## config.mk

```make
export PLATFORM = sky130hd
export DESIGN_NAME = jtag_scan_master
export DESIGN_NICKNAME = d
export VERILOG_FILES = /design/src/rtl/jtag_scan_master.sv
export SDC_FILE = /design/constraint.sdc
export NUM_CORES = 1
export LEC_CHECK = 0
export CORE_ASPECT_RATIO = 0.6
export CORE_MARGIN = 5
export CORE_UTILIZATION = 60
export DETAILED_ROUTE_END_ITERATION = 8
export HOLD_SLACK_MARGIN = 0.05
export PLACE_DENSITY = 0.9
export SLEW_MARGIN = 20
export SYNTH_ARGS = -nofsm -noshare
export SYNTH_HDL_FRONTEND = slang
export SYNTH_SLANG_ARGS = --single-unit
```

## constraint.sdc

```tcl
create_clock -name CK -period 7.35 [get_ports CK]
set_clock_uncertainty 0.05 [all_clocks]
set_input_delay 0.735 -clock CK [delete_from_list [all_inputs] [get_ports CK]]
set_output_delay 0.735 -clock CK [all_outputs]
set_load 0.02 [all_outputs]
```

## src/rtl/jtag_scan_master.sv

```systemverilog
// JTAG scan initiator: walks the TAP through one IR/DR scan per command and returns the captured TDO bits.
// Optional RUNTEST_IDLE_EN adds cmd_idle: extra Run-Test/Idle TCKs after Update, before the response.
module jtag_scan_master #(
  parameter int unsigned MAX_LEN = 64,
  parameter int unsigned LEN_W   = 7,
  parameter int unsigned CLK_DIV = 2
) (
  input  logic               CK,
  input  logic               TRST,
  input  logic               cmd_valid,
  output logic               cmd_ready,
  input  logic               cmd_ir,
  input  logic [LEN_W-1:0]   cmd_len,
  input  logic [MAX_LEN-1:0] cmd_tdi,
`ifdef RUNTEST_IDLE_EN
  input  logic [7:0]         cmd_idle,
`endif
  output logic               rsp_valid,
  input  logic               rsp_ready,
  output logic [MAX_LEN-1:0] rsp_tdo,
  output logic               rsp_err,
  output logic               busy,
  output logic               TCLK,
  output logic               TMS,
  output logic               TDI,
  input  logic               TDO
);

  localparam int unsigned PH_W    = $clog2(2 * CLK_DIV);
  localparam int unsigned PH_LAST = 2 * CLK_DIV - 1;
  localparam int unsigned CNT_W   = 8;
  localparam int unsigned TLR_LAST = 5;

  // Each state names the TAP state the CUT is in during the current TCK.
  typedef enum logic [3:0] {
    S_TLR,
    S_IDLE,
    S_RESP,
    S_RTI_GO,
    S_SEL_DR,
    S_SEL_IR,
    S_CAPTURE,
    S_SHIFT,
    S_EXIT1,
    S_UPDATE,
    S_RUNTEST
  } state_t;

  state_t             state_q, state_n;
  logic [PH_W-1:0]    ph_q, ph_n;
  logic               tclk_q, tclk_n;
  logic               tms_q, tms_n;
  logic               tdi_q, tdi_n;
  logic               cmd_ready_q, cmd_ready_n;
  logic               rsp_valid_q, rsp_valid_n;
  logic               rsp_err_q, rsp_err_n;
  logic [MAX_LEN-1:0] rsp_tdo_q, rsp_tdo_n;
  logic               busy_q, busy_n;
  logic               ir_q, ir_n;
  logic [LEN_W-1:0]   len_q, len_n;
  logic [LEN_W-1:0]   bit_q, bit_n;
  logic [CNT_W-1:0]   cnt_q, cnt_n;
  logic [MAX_LEN-1:0] tdi_sh_q, tdi_sh_n;
  logic [MAX_LEN-1:0] tdo_sh_q, tdo_sh_n;
`ifdef RUNTEST_IDLE_EN
  logic [7:0]         idle_q, idle_n;
`endif

  logic tap_run;
  logic tick_end;
  logic rise;
  logic done;
  logic bad_len;

  assign cmd_ready = cmd_ready_q;
  assign rsp_valid = rsp_valid_q;
  assign rsp_err   = rsp_err_q;
  assign rsp_tdo   = rsp_tdo_q;
  assign busy      = busy_q;
  assign TCLK      = tclk_q;
  assign TMS       = tms_q;
  assign TDI       = tdi_q;

  // Next-state and output logic; TMS/TDI only change on a TCK-starting edge.
  always_comb begin
    state_n     = state_q;
    ph_n        = '0;
    tclk_n      = 1'b0;
    tms_n       = tms_q;
    tdi_n       = tdi_q;
    cmd_ready_n = cmd_ready_q;
    rsp_valid_n = rsp_valid_q;
    rsp_err_n   = rsp_err_q;
    rsp_tdo_n   = rsp_tdo_q;
    busy_n      = busy_q;
    ir_n        = ir_q;
    len_n       = len_q;
    bit_n       = bit_q;
    cnt_n       = cnt_q;
    tdi_sh_n    = tdi_sh_q;
    tdo_sh_n    = tdo_sh_q;
`ifdef RUNTEST_IDLE_EN
    idle_n      = idle_q;
`endif
    done        = 1'b0;

    tap_run  = (state_q != S_IDLE) && (state_q != S_RESP);
    tick_end = (ph_q == PH_W'(PH_LAST));
    rise     = (ph_q == PH_W'(CLK_DIV - 1));
    bad_len  = (cmd_len == '0) || (cmd_len > LEN_W'(MAX_LEN));

    if (tap_run) begin
      ph_n = tick_end ? '0 : ph_q + PH_W'(1);
    end

    // TDO enters at the top so the first sample ends up at bit 0 after alignment.
    if (rise && (state_q == S_SHIFT)) begin
      tdo_sh_n = {TDO, tdo_sh_q[MAX_LEN-1:1]};
    end

    case (state_q)
      S_TLR: begin
        if (tick_end) begin
          if (cnt_q == CNT_W'(TLR_LAST)) begin
            state_n     = S_IDLE;
            cnt_n       = '0;
            tms_n       = 1'b0;
            busy_n      = 1'b0;
            cmd_ready_n = 1'b1;
          end else begin
            cnt_n = cnt_q + CNT_W'(1);
            tms_n = (cnt_q < CNT_W'(TLR_LAST - 1));
          end
        end
      end
      S_IDLE: begin
        tms_n = 1'b0;
        tdi_n = 1'b0;
        if (cmd_valid && cmd_ready_q) begin
          cmd_ready_n = 1'b0;
          ir_n        = cmd_ir;
          len_n       = cmd_len;
          tdi_sh_n    = cmd_tdi;
          tdo_sh_n    = '0;
          bit_n       = cmd_len - LEN_W'(1);
`ifdef RUNTEST_IDLE_EN
          idle_n      = cmd_idle;
`endif
          if (bad_len) begin
            state_n     = S_RESP;
            rsp_valid_n = 1'b1;
            rsp_err_n   = 1'b1;
            rsp_tdo_n   = '0;
          end else begin
            state_n = S_RTI_GO;
            tms_n   = 1'b1;
            busy_n  = 1'b1;
          end
        end
      end
      S_RTI_GO: begin
        if (tick_end) begin
          state_n = S_SEL_DR;
          tms_n   = ir_q;
        end
      end
      S_SEL_DR: begin
        if (tick_end) begin
          state_n = ir_q ? S_SEL_IR : S_CAPTURE;
          tms_n   = 1'b0;
        end
      end
      S_SEL_IR: begin
        if (tick_end) begin
          state_n = S_CAPTURE;
          tms_n   = 1'b0;
        end
      end
      S_CAPTURE: begin
        if (tick_end) begin
          state_n  = S_SHIFT;
          tms_n    = (bit_q == '0);
          tdi_n    = tdi_sh_q[0];
          tdi_sh_n = tdi_sh_q >> 1;
        end
      end
      S_SHIFT: begin
        if (tick_end) begin
          if (bit_q == '0) begin
            state_n = S_EXIT1;
            tms_n   = 1'b1;
            tdi_n   = 1'b0;
          end else begin
            bit_n    = bit_q - LEN_W'(1);
            tms_n    = (bit_q == LEN_W'(1));
            tdi_n    = tdi_sh_q[0];
            tdi_sh_n = tdi_sh_q >> 1;
          end
        end
      end
      S_EXIT1: begin
        if (tick_end) begin
          state_n = S_UPDATE;
          tms_n   = 1'b0;
        end
      end
      S_UPDATE: begin
        if (tick_end) begin
`ifdef RUNTEST_IDLE_EN
          if (idle_q != '0) begin
            state_n = S_RUNTEST;
            tms_n   = 1'b0;
            cnt_n   = CNT_W'(idle_q - 8'd1);
          end else begin
            done = 1'b1;
          end
`else
          done = 1'b1;
`endif
        end
      end
      S_RUNTEST: begin
        if (tick_end) begin
          if (cnt_q == '0) begin
            done = 1'b1;
          end else begin
            cnt_n = cnt_q - CNT_W'(1);
          end
        end
      end
      S_RESP: begin
        if (rsp_ready) begin
          state_n     = S_IDLE;
          rsp_valid_n = 1'b0;
          rsp_err_n   = 1'b0;
          rsp_tdo_n   = '0;
          cmd_ready_n = 1'b1;
        end
      end
      default: begin
        state_n = S_TLR;
      end
    endcase

    if (done) begin
      state_n     = S_RESP;
      rsp_valid_n = 1'b1;
      rsp_err_n   = 1'b0;
      rsp_tdo_n   = tdo_sh_q >> (LEN_W'(MAX_LEN) - len_q);
      busy_n      = 1'b0;
      tms_n       = 1'b0;
      tdi_n       = 1'b0;
      cnt_n       = '0;
      ph_n        = '0;
    end

    tclk_n = (ph_n >= PH_W'(CLK_DIV));
  end

  // State register; TRST aborts any scan and restarts the TLR walk.
  always_ff @(posedge CK) begin
    if (TRST) begin
      state_q     <= S_TLR;
      ph_q        <= '0;
      tclk_q      <= 1'b0;
      tms_q       <= 1'b1;
      tdi_q       <= 1'b0;
      cmd_ready_q <= 1'b0;
      rsp_valid_q <= 1'b0;
      rsp_err_q   <= 1'b0;
      rsp_tdo_q   <= '0;
      busy_q      <= 1'b1;
      ir_q        <= 1'b0;
      len_q       <= '0;
      bit_q       <= '0;
      cnt_q       <= '0;
      tdi_sh_q    <= '0;
      tdo_sh_q    <= '0;
`ifdef RUNTEST_IDLE_EN
      idle_q      <= '0;
`endif
    end else begin
      state_q     <= state_n;
      ph_q        <= ph_n;
      tclk_q      <= tclk_n;
      tms_q       <= tms_n;
      tdi_q       <= tdi_n;
      cmd_ready_q <= cmd_ready_n;
      rsp_valid_q <= rsp_valid_n;
      rsp_err_q   <= rsp_err_n;
      rsp_tdo_q   <= rsp_tdo_n;
      busy_q      <= busy_n;
      ir_q        <= ir_n;
      len_q       <= len_n;
      bit_q       <= bit_n;
      cnt_q       <= cnt_n;
      tdi_sh_q    <= tdi_sh_n;
      tdo_sh_q    <= tdo_sh_n;
`ifdef RUNTEST_IDLE_EN
      idle_q      <= idle_n;
`endif
    end
  end

endmodule

```

==> key figures, run 1 <==
Floorplan
  – Effective utilization at floorplan: 61.4%
  – IO Pins: 148
  – Die area: 0.0271 mm²
  – Die width: 209 µm
  – Die H: 129 µm
  – Total number of placement rows: 43
  – Placeable core area: 0.0232 mm²

CTS
  – Post-CTS setup repair buffer count: 0
  – Clk_lat worst skew: 0.52 ns
  – CTS-repair resized insts: 0
  – Total CTS buffers: 22
  – Post-CTS Hold Fix Bufs: 0
  – Clk sink count: 228
  – Clock Tree Buf Depth: 3
  – CTS tree: yes
  – Worst-path clk slew: 0.07 ns
  – Clk root buf: clkbuf_16
  – Number of H-tree levels: 1

Critical path
  – Worst setup path startpoint: len_q[0]$_SDFFE_PP0P_
  – Worst r2r src: len_q[0]$_SDFFE_PP0P_
  – Reg-to-reg setup timing slack: 3.05 ns
  – Required @ worst endpoint: 7.71 ns
  – Reg2Reg Depth: 8
  – R2R Path End: rsp_tdo[6]$_SDFFE_PP0P_
  – Crit path kind: register to register
  – CP Launch Type: register
  – Worst Path Max Fanout: 87
  – Worst setup path end: rsp_tdo[6]$_SDFFE_PP0P_
  – CP endpoint kind: register
  – Arr. time, crit path: 4.67 ns

Logic synthesis
  – Synth cell types: 91
  – Synthesized area per cell: 8.40 µm²
  – Async set-reset flop share out of synthesis: 0%
  – Net Count, Synth: 1,786
  – Mapped Area: 0.0143 mm²
  – Share of the synthesized area in the top cell type: 32.0%
  – Synth warn: 0
  – Synth Instances: 1,697
  – EDFF count, synth: 0
  – Sequential element share of the synthesized area: 32.0%
  – Synth area leader: dfxtp_1
  – Ranking of synthesized cells by area: dfxtp_1 (32%), mux4_2 (8.7%), nand2_1 (8.3%)
  – Synth Flop Type: dfxtp_1
  – Cell with the most instances after synthesis: nand2_1
  – Synth top cells by count: nand2_1 (316), dfxtp_1 (228), nor2_1 (147)
  – Seq cells post-synth: 228

Placement
  – PortBufs: 147
  – DP Wirelength: 33.0 mm
  – Final GP Congestion: 1.07

Power
  – Switching Share: 22.6%
  – Gate power share: 4.2%
  – Max IR drop VDD: 114 µV
  – Internal power: 1.92 mW
  – Switching pwr: 0.562 mW
  – Clock power frac: 45.8%
  – Flop pwr share: 49.9%
  – Pwr/cell area: 152 mW/mm²
  – Leakage power: 5.51 nW

Cells and area
  – Final core occ: 70.2%
  – N_diodes: 0
  – Layout area overhead: 14.4%
  – Net count of the finished layout: 1,822
  – Share of layout cells above drive strength 1: 11.9%
  – Number of filler cells placed in the layout: 1,822

Routing
  – Post-DRT Antenna Nets: 0
  – Residual DRC: 0
  – Pre-antenna DRT Iters: 6
  – Uppermost routed layer: met4
  – Average routed wire per standard cell: 22.3 µm
  – DR WL met3: 6.27 mm
  – Via density: 6.76
  – Met2 wire length: 18.7 mm
  – Detailed Route WL: 46.0 mm
  – Drt initial violations: 2,157
  – M1 WL: 20.0 mm
  – Vias: 13,900

Min path
  – Min-Delay Path Class: register to register

GRT
  – Pin count of the biggest net entering global routing: 128
  – Initial antenna violation count: 0
  – First-pass GRT wire length: 71.4 mm
  – Vias in the first global route: 12,600
  – GRT Overall Usage: 32.4%
  – Gr ovfl total: 0

STA
  – Hold Violations, Final: 0
  – RSZ-0062 raised after global routing: no
  – Slew @ Worst Pin: 1.14 ns
  – Total negative slack: 0 ns
  – Worst relative slew slack: 24.2%
  – Number of setup violations in the final report: 0
  – Minimum clock period: 4.30 ns
  – Max Fclk: 0.232 GHz
  – Period Utilization, post-route: 58.6%
  – Slew Viols, Final: 0

Status
  – Status: completed

Flow run
  – Max-Cap Viols: 0
==> stage by stage <==
step,worst slack (ns),power [mW],hold slack [ns],cell area [µm²],std cells
2_1_floorplan,4.02,1.31,0.382,14300,1697
5_1_grt,2.90,2.55,0.419,16300,2064
3_3_place_gp,3.30,1.37,0.391,15600,2024
6_report,3.05,2.49,0.412,16300,2064
3_5_place_dp,3.10,1.37,0.393,15600,2024
4_1_cts,3.18,2.49,0.409,16300,2064
==> sequential cells by signal, indices dropped and copies added, names as in the netlist, 2 cells and up <==
signal / cells
cnt_q: 8
tdi_sh_q: 64
ph_q: 2
state_q: 4
tdo_sh_q: 64
len_q: 7
rsp_tdo: 64
bit_q: 7
==> power groups by stage <==
stage	Sequential, mW	Combinational [mW]	Clock [mW]
finish	1.24	0.105	1.14
detailed placement	1.27	0.103	0
CTS	1.24	0.103	1.14
global placement	1.27	0.101	0
floorplan	1.27	0.0443	0
global route	1.24	0.114	1.19
==> cell families after synthesis <==
family / share of synthesized area (%)
flip-flops: 32.0
AND/OR/NAND/NOR: 20.2
AO/OA/AOI/OAI: 21.8
buffers and inverters: 5.62
adder cells (fa/ha/maj): 1.05
XOR/XNOR: 1.18
multiplexers: 18.2
==> routing by layer <==
metal  GRT usage, %  up-vias
met4           6.40        0
met2           45.2      856
li1               -     6381
met5              0        -
met3           10.6       87
met1           49.0     6622
==> worst min path at each step <==
stage | from | endpoint | slack, ns | cells after the start
2_1_floorplan | tdi_sh_q[63]$_SDFFE_PP0P_ | tdi_sh_q[63]$_SDFFE_PP0P_ | 0.38 | 2
3_3_place_gp | rsp_tdo[47]$_SDFFE_PP0P_ | rsp_tdo[47]$_SDFFE_PP0P_ | 0.39 | 2
3_5_place_dp | rsp_tdo[47]$_SDFFE_PP0P_ | rsp_tdo[47]$_SDFFE_PP0P_ | 0.39 | 2
4_1_cts | rsp_tdo[38]$_SDFFE_PP0P_ | rsp_tdo[38]$_SDFFE_PP0P_ | 0.41 | 2
5_1_grt | rsp_tdo[38]$_SDFFE_PP0P_ | rsp_tdo[38]$_SDFFE_PP0P_ | 0.42 | 2
6_report | rsp_tdo[38]$_SDFFE_PP0P_ | rsp_tdo[38]$_SDFFE_PP0P_ | 0.41 | 2
==> worst max-delay path: stages, from the launching register on <==
cell and delay [ns]:
dfxtp_2 0.32, inv_2 0.72, ha_4 1.00, mux2_2 0.42
mux2i_1 0.56, mux2_2 0.31, mux2i_1 0.11, mux2_2 0.34
a221o_1 0.31
==> area by class of cell <==
class                           instances  area, µm²  area share [%]
Clock buffer                           29        618            3.79
Clock inverter                         11       96.3           0.590
Inverter                               21       78.8           0.483
Multi-Input combinational cell       1297       8980            55.0
Sequential cell                       228       4570            28.0
Tap cell                              315        394            2.41
Timing Repair Buffer                  163       1590            9.76
==> placed cells by master, fill, tap and decap left out, types with 6 or more instances in the layout <==
cell type,synthesis,layout
clkbuf_16,0,23
a32oi_1,15,15
inv_1,19,19
clkdlybuf4s50_1,0,146
nand2_1,316,314
a311oi_1,63,63
nor2_1,147,147
nand4_1,8,8
a221o_1,15,15
nor3_1,24,24
a22oi_1,35,35
o22ai_1,11,11
buf_4,17,16
o21a_1,6,6
a31oi_1,6,6
a22o_1,10,10
mux2_2,53,53
mux2i_1,74,74
dfxtp_1,228,226
nand2b_1,6,6
o211ai_1,21,21
nor4_1,6,6
o21ai_1,15,16
mux4_2,55,55
ha_1,12,11
a211oi_1,17,17
nand3_1,88,88
o221ai_1,10,10
a21oi_1,126,126
o21ai_0,38,37
Power figures use the tool's default switching activity.
==> inputs of run 2 (changes only) <==
CORE_UTILIZATION = 58   (was 60)
PLACE_DENSITY = 0.87   (was 0.9)
clock period = 4.3 ns   (was 7.35 ns; I/O delays follow)
==> run 2 against run 1 <==
Effect of this change:
- cell area grew 0.98%
- sequential share of layout area shrank 0.27 points
- utilization shrank 2.0 points
- sequential cell count is the same
- clock power grew 78%
- via count grew 2.4%
- critical path depth grew 1
- worst setup slack lost 2.4 ns
- combinational power grew 74%
- non-clock buffer count grew 16
- routed wire length grew 5.6%
- maximum frequency grew 19%
- critical path type unchanged
- highest routed layer is now met5
==> key figures, run 2 (synthesis gave the netlist of run 1 again) <==
Status
  – Status: completed

CTS
  – Clk_lat worst skew: 0.54 ns
  – Clk sink count: 228
  – Clock Tree Buf Depth: 3
  – Post-CTS setup repair buffer count: 0
  – Clk root buf: clkbuf_16
  – CTS tree: yes
  – CTS-repair resized insts: 0
  – Worst-path clk slew: 0.07 ns
  – Total CTS buffers: 23
  – Post-CTS Hold Fix Bufs: 0
  – Number of H-tree levels: 1

Min path
  – WHS Path Cells: 2
  – Min-Delay Path Class: input pin to register
  – WHS Endpoint: rsp_tdo[37]$_SDFFE_PP0P_
  – Hold Startpoint: TRST

Cells and area
  – Final Non-Filler Cells: 2,088
  – Net count of the finished layout: 1,839
  – N_diodes: 0
  – Most frequent cells in the layout: nand2_1 (314), dfxtp_1 (226), nor2_1 (147)
  – Layout area overhead: 15.6%
  – Share of layout cells above drive strength 1: 12.7%
  – Most common cell after layout, fill and taps aside: nand2_1
  – Final core occ: 68.2%

STA
  – Max Fclk: 0.276 GHz
  – Slew Viols, Final: 0
  – RSZ-0062 raised after global routing: no
  – Period Utilization, post-route: 84.3%
  – Final WS setup: 0.673 ns
  – Slew @ Worst Pin: 1.10 ns
  – Total negative slack: 0 ns
  – Number of setup violations in the final report: 0
  – Hold Violations, Final: 0
  – Hold Slack: 0.289 ns
  – Minimum clock period: 3.63 ns
  – Worst relative slew slack: 25.9%

Critical path
  – Slowest cell delay on critical path: 0.76 ns
  – Worst r2r src: len_q[1]$_SDFFE_PP0P_
  – Worst Path Max Fanout: 59
  – CP Launch Type: register
  – Slowest stage cell, crit path: nor3_1
  – Reg-to-reg setup timing slack: 0.67 ns
  – Required @ worst endpoint: 4.72 ns
  – Top delay family on crit path: simple AND/OR/NAND/NOR gates
  – Arr. time, crit path: 4.05 ns
  – CP cell instances: inv_1 -> ha_4 -> buf_12 -> mux2i_1 -> mux2_2 -> o221ai_1 -> a211oi_1 -> nor3_1 -> a22o_1
  – Count of buffer and inverter cells on the critical path: 2
  – Reg2Reg Depth: 9
  – Crit path kind: register to register
  – CP endpoint kind: register
  – R2R Path End: rsp_tdo[32]$_SDFFE_PP0P_

Routing
  – Drt initial violations: 2,235
  – Post-DRT Antenna Nets: 0
  – Average routed wire per standard cell: 23.3 µm
  – Residual DRC: 0
  – Pre-antenna DRT Iters: 6
  – Via density: 6.84
  – Detailed Route WL: 48.6 mm
  – Vias: 14,300

GRT
  – Gr ovfl total: 0
  – GRT Overall Usage: 33.2%
  – Vias in the first global route: 12,900
  – First-pass GRT wire length: 74.9 mm
  – Initial antenna violation count: 2
  – Pin count of the biggest net entering global routing: 81

Power
  – Pwr/cell area: 263 mW/mm²
  – Leakage power: 5.58 nW
  – Max IR drop VDD: 250 µV

Placement
  – DP Wirelength: 35.5 mm
  – Final GP Congestion: 1.05
  – DP Worst Slack: 0.709 ns
  – PortBufs: 147
  – Inst Count DP: 2,047

Floorplan
  – IO Pins: 148
  – Die H: 131 µm
  – Die width: 212 µm
  – Total number of placement rows: 44
  – Die area: 0.0279 mm²
  – Placeable core area: 0.0242 mm²
  – Effective utilization at floorplan: 59.0%

Flow run
  – Max-Cap Viols: 0
run 2: how the worst max path moves through the flow:
stage	start	end	depth (start not counted)
floorplan	len_q[0]$_SDFFE_PP0P_	rsp_tdo[14]$_SDFFE_PP0P_	11
global placement	cmd_len[2]	rsp_tdo[16]$_SDFFE_PP0P_	8
detailed placement	cmd_len[2]	rsp_tdo[16]$_SDFFE_PP0P_	8
CTS	len_q[1]$_SDFFE_PP0P_	rsp_tdo[32]$_SDFFE_PP0P_	9
global route	len_q[1]$_SDFFE_PP0P_	rsp_tdo[0]$_SDFFE_PP0P_	9
finish	len_q[1]$_SDFFE_PP0P_	rsp_tdo[32]$_SDFFE_PP0P_	9
run 2: power breakdown:
| group | internal (mW) | total, mW | leakage [nW] | switching (mW) |
|---|---|---|---|---|
| logic | 0.0894 | 0.183 | 3.39 | 0.0933 |
| registers | 2.12 | 2.12 | 1.84 | 0.00515 |
| clock network | 1.13 | 2.03 | 0.352 | 0.905 |
run 2: cell type report:
| class | count | area, µm² |
|---|---|---|
| inverter | 21 | 78.8 |
| sequential | 228 | 4570 |
| multi-input combinational | 1297 | 8960 |
| timing repair buffer | 179 | 1730 |
| clock inverter | 13 | 133 |
| clock buffer | 28 | 604 |
| tap | 322 | 403 |
| fill | 1896 | 7680 |
run 2: per-stage QoR:
step           total power, mW  instance area (µm²)
2_1_floorplan             2.25                14300
3_3_place_gp              2.35                15700
3_5_place_dp              2.35                15700
4_1_cts                   4.35                16500
5_1_grt                   4.46                16500
6_report                  4.34                16500
run 2: routing by layer:
layer / GRT usage [%] / vias to the layer above / wire [µm]
li1: - / 6402 / -
met1: 50.7 / 6848 / 20900
met2: 43.4 / 927 / 19000
met3: 14.0 / 104 / 7510
met4: 7.28 / 4 / 1190
met5: 0 / - / 29
==> inputs of run 3 (changes only) <==
clock period = 3.35 ns   (was 4.3 ns; I/O delays follow)
==> run 3 against run 2 <==
Effect of this change:
- via count rose by 1.6%
- cell count is 2.0% higher
- maximum frequency up 15%
- non-clock buffer count grew 44
- sequential share of layout area decreased by 0.78 points
- sequential power increased by 28%
- power up 33%
- clock-buffer cell count is 1 higher
- utilization is 2.0 points higher
- first-iteration DRC count increased by 7.7%
==> key figures, run 3 (synthesis gave the netlist of run 1 again) <==
Routing
  – Via density: 6.81
  – Pre-antenna DRT Iters: 6
  – Post-DRT Antenna Nets: 0
  – Drt initial violations: 2,408
  – Detailed Route WL: 51.5 mm
  – Vias: 14,500
  – Residual DRC: 0
  – Average routed wire per standard cell: 24.2 µm

CTS
  – Clk root buf: clkbuf_16
  – Post-CTS setup repair buffer count: 0
  – Total CTS buffers: 22
  – Clk sink count: 228
  – Number of H-tree levels: 1
  – Clk_lat worst skew: 0.53 ns
  – CTS tree: yes
  – Worst-path clk slew: 0.07 ns
  – Clock Tree Buf Depth: 3

Power
  – Switching Share: 21.6%
  – Pwr/cell area: 340 mW/mm²
  – Clock power frac: 48.6%
  – Switching pwr: 1.24 mW
  – Max IR drop VDD: 343 µV
  – Gate power share: 4.2%
  – Flop pwr share: 47.2%
  – Leakage power: 5.88 nW
  – Internal power: 4.52 mW

Cells and area
  – Storage element area: 0.00457 mm²
  – Number of filler cells placed in the layout: 1,871
  – Most frequent cells in the layout: nand2_1 (314), dfxtp_1 (226), nor2_1 (147)
  – N_diodes: 0
  – Share of layout cells above drive strength 1: 14.9%
  – Most common cell after layout, fill and taps aside: nand2_1
  – Net count of the finished layout: 1,882
  – Area of the multi-input gates: 0.00896 mm²
  – Layout area overhead: 18.9%

GRT
  – Initial antenna violation count: 2
  – Pin count of the biggest net entering global routing: 93
  – Vias in the first global route: 13,000
  – First-pass GRT wire length: 78.9 mm
  – Gr ovfl total: 0
  – GRT Overall Usage: 35.5%

Min path
  – WHS Path Cells: 2
  – Min-Delay Path Class: input pin to register
  – Hold Startpoint: TRST
  – WHS Endpoint: rsp_tdo[53]$_SDFFE_PP0P_

Placement
  – PortBufs: 147
  – DP Wirelength: 38.2 mm
  – DP Worst Slack: -0.108 ns
  – Final GP Congestion: 1.05

Critical path
  – Worst r2r src: len_q[0]$_SDFFE_PP0P_
  – Slowest cell delay on critical path: 0.55 ns
  – CP cell instances: inv_2 -> ha_4 -> buf_12 -> buf_4 -> mux2i_1 -> mux2i_1 -> mux2_2 -> mux4_2 -> a221o_1
  – R2R Path End: rsp_tdo[14]$_SDFFE_PP0P_
  – CP Launch Type: register
  – Required @ worst endpoint: 3.71 ns
  – Count of buffer and inverter cells on the critical path: 3
  – Reg2Reg Depth: 9
  – Most Frequent Cell on Critical Path: mux2i_1
  – Slowest stage cell, crit path: ha_4
  – CP endpoint kind: register
  – Reg-to-reg setup timing slack: 0.18 ns
  – Crit path kind: register to register
  – Worst Path Max Fanout: 34
  – Worst setup path startpoint: len_q[0]$_SDFFE_PP0P_
  – Top delay family on crit path: multiplexers
  – Arr. time, crit path: 3.53 ns

STA
  – Slew @ Worst Pin: 1.03 ns
  – Number of setup violations in the final report: 0
  – RSZ-0062 raised after global routing: no
  – Final WS setup: 0.184 ns
  – Max Fclk: 0.316 GHz
  – Period Utilization, post-route: 94.5%
  – Worst relative slew slack: 30.7%
  – Slew Viols, Final: 0
  – Hold Slack: 0.154 ns
  – Minimum clock period: 3.17 ns
  – Hold Violations, Final: 0

Status
  – Status: completed

Floorplan
  – Die width: 212 µm
  – Die area: 0.0279 mm²
  – IO Pins: 148
  – Die H: 131 µm
  – Total number of placement rows: 44
  – Effective utilization at floorplan: 59.0%
  – Placeable core area: 0.0242 mm²

Flow run
  – Max-Cap Viols: 0
[run 3: cell types whose count changed in the layout (fill, tap and decap cells not counted), sizes merged]
cell / before / now
buf: 33 / 77
bufinv: 2 / 4
clkbuf: 28 / 29
clkinv: 7 / 6
clkinvlp: 4 / 1
inv: 21 / 20
[run 3: area by class of cell]
class,count,share of cell area (%)
inverter,21,0.465
multi-input combinational,1297,52.8
clock inverter,10,0.900
tap,322,2.38
clock buffer,29,3.88
timing repair buffer,223,12.6
sequential,228,26.9
[run 3: stage by stage]
| step | instances | instance area, µm² | setup TNS [ns] | total power [mW] | util [%] |
|---|---|---|---|---|---|
| final | 2130 | 17000 | 0 | 5.77 | 70.2 |
| after global routing | 2130 | 17000 | 0 | 5.90 | 70.2 |
| after CTS | 2130 | 17000 | 0 | 5.77 | 70.2 |
| after detailed placement | 2091 | 16200 | -0.376 | 3.02 | 66.8 |
| after global placement | 2091 | 16200 | 0 | 3.02 | 66.8 |
| after floorplan | 1697 | 14300 | 0 | 2.88 | - |
[run 3: timing repair]
action	4_1_cts	5_1_grt
hold buffers	0	0
resized for setup	0	1
setup endpoints to repair	0	1
[run 3: power by group through the flow]
stage / clock network [mW] / logic, mW / registers (mW)
after floorplan: 0 / 0.0971 / 2.79
after global placement: 0 / 0.232 / 2.78
after detailed placement: 0 / 0.236 / 2.79
after CTS: 2.81 / 0.238 / 2.72
after global routing: 2.92 / 0.258 / 2.72
final: 2.80 / 0.243 / 2.72
[run 3: layer usage]
| layer | global-route usage [%] | part of all wire (%) | vias up |
|---|---|---|---|
| met3 | 13.7 | 15 | 73 |
| met4 | 4.30 | 1.3 | 2 |
| met2 | 46.1 | 39 | 936 |
| met5 | 0 | 0.033 | - |
| li1 | - | - | 6483 |
| met1 | 56.5 | 44 | 7018 |
[run 3: worst max-delay path by stage]
stage	end	slack [ns]	depth (start not counted)
after global routing	rsp_tdo[18]$_SDFFE_PP0P_	0.07	9
final	rsp_tdo[14]$_SDFFE_PP0P_	0.18	9
after CTS	rsp_tdo[1]$_SDFFE_PP0P_	0.17	8
after detailed placement	rsp_tdo[17]$_SDFFE_PP0P_	-0.11	9
after floorplan	rsp_tdo[14]$_SDFFE_PP0P_	0.02	11
after global placement	rsp_tdo[18]$_SDFFE_PP0P_	0.01	9
[run 3: worst register-to-register path: stages, from the launching register on]
cell     delay [ns]
dfxtp_2        0.36
inv_2          0.06
ha_4           0.55
buf_12         0.26
buf_4          0.21
mux2i_1        0.29
mux2i_1        0.19
mux2_2         0.32
mux4_2         0.46
a221o_1        0.30
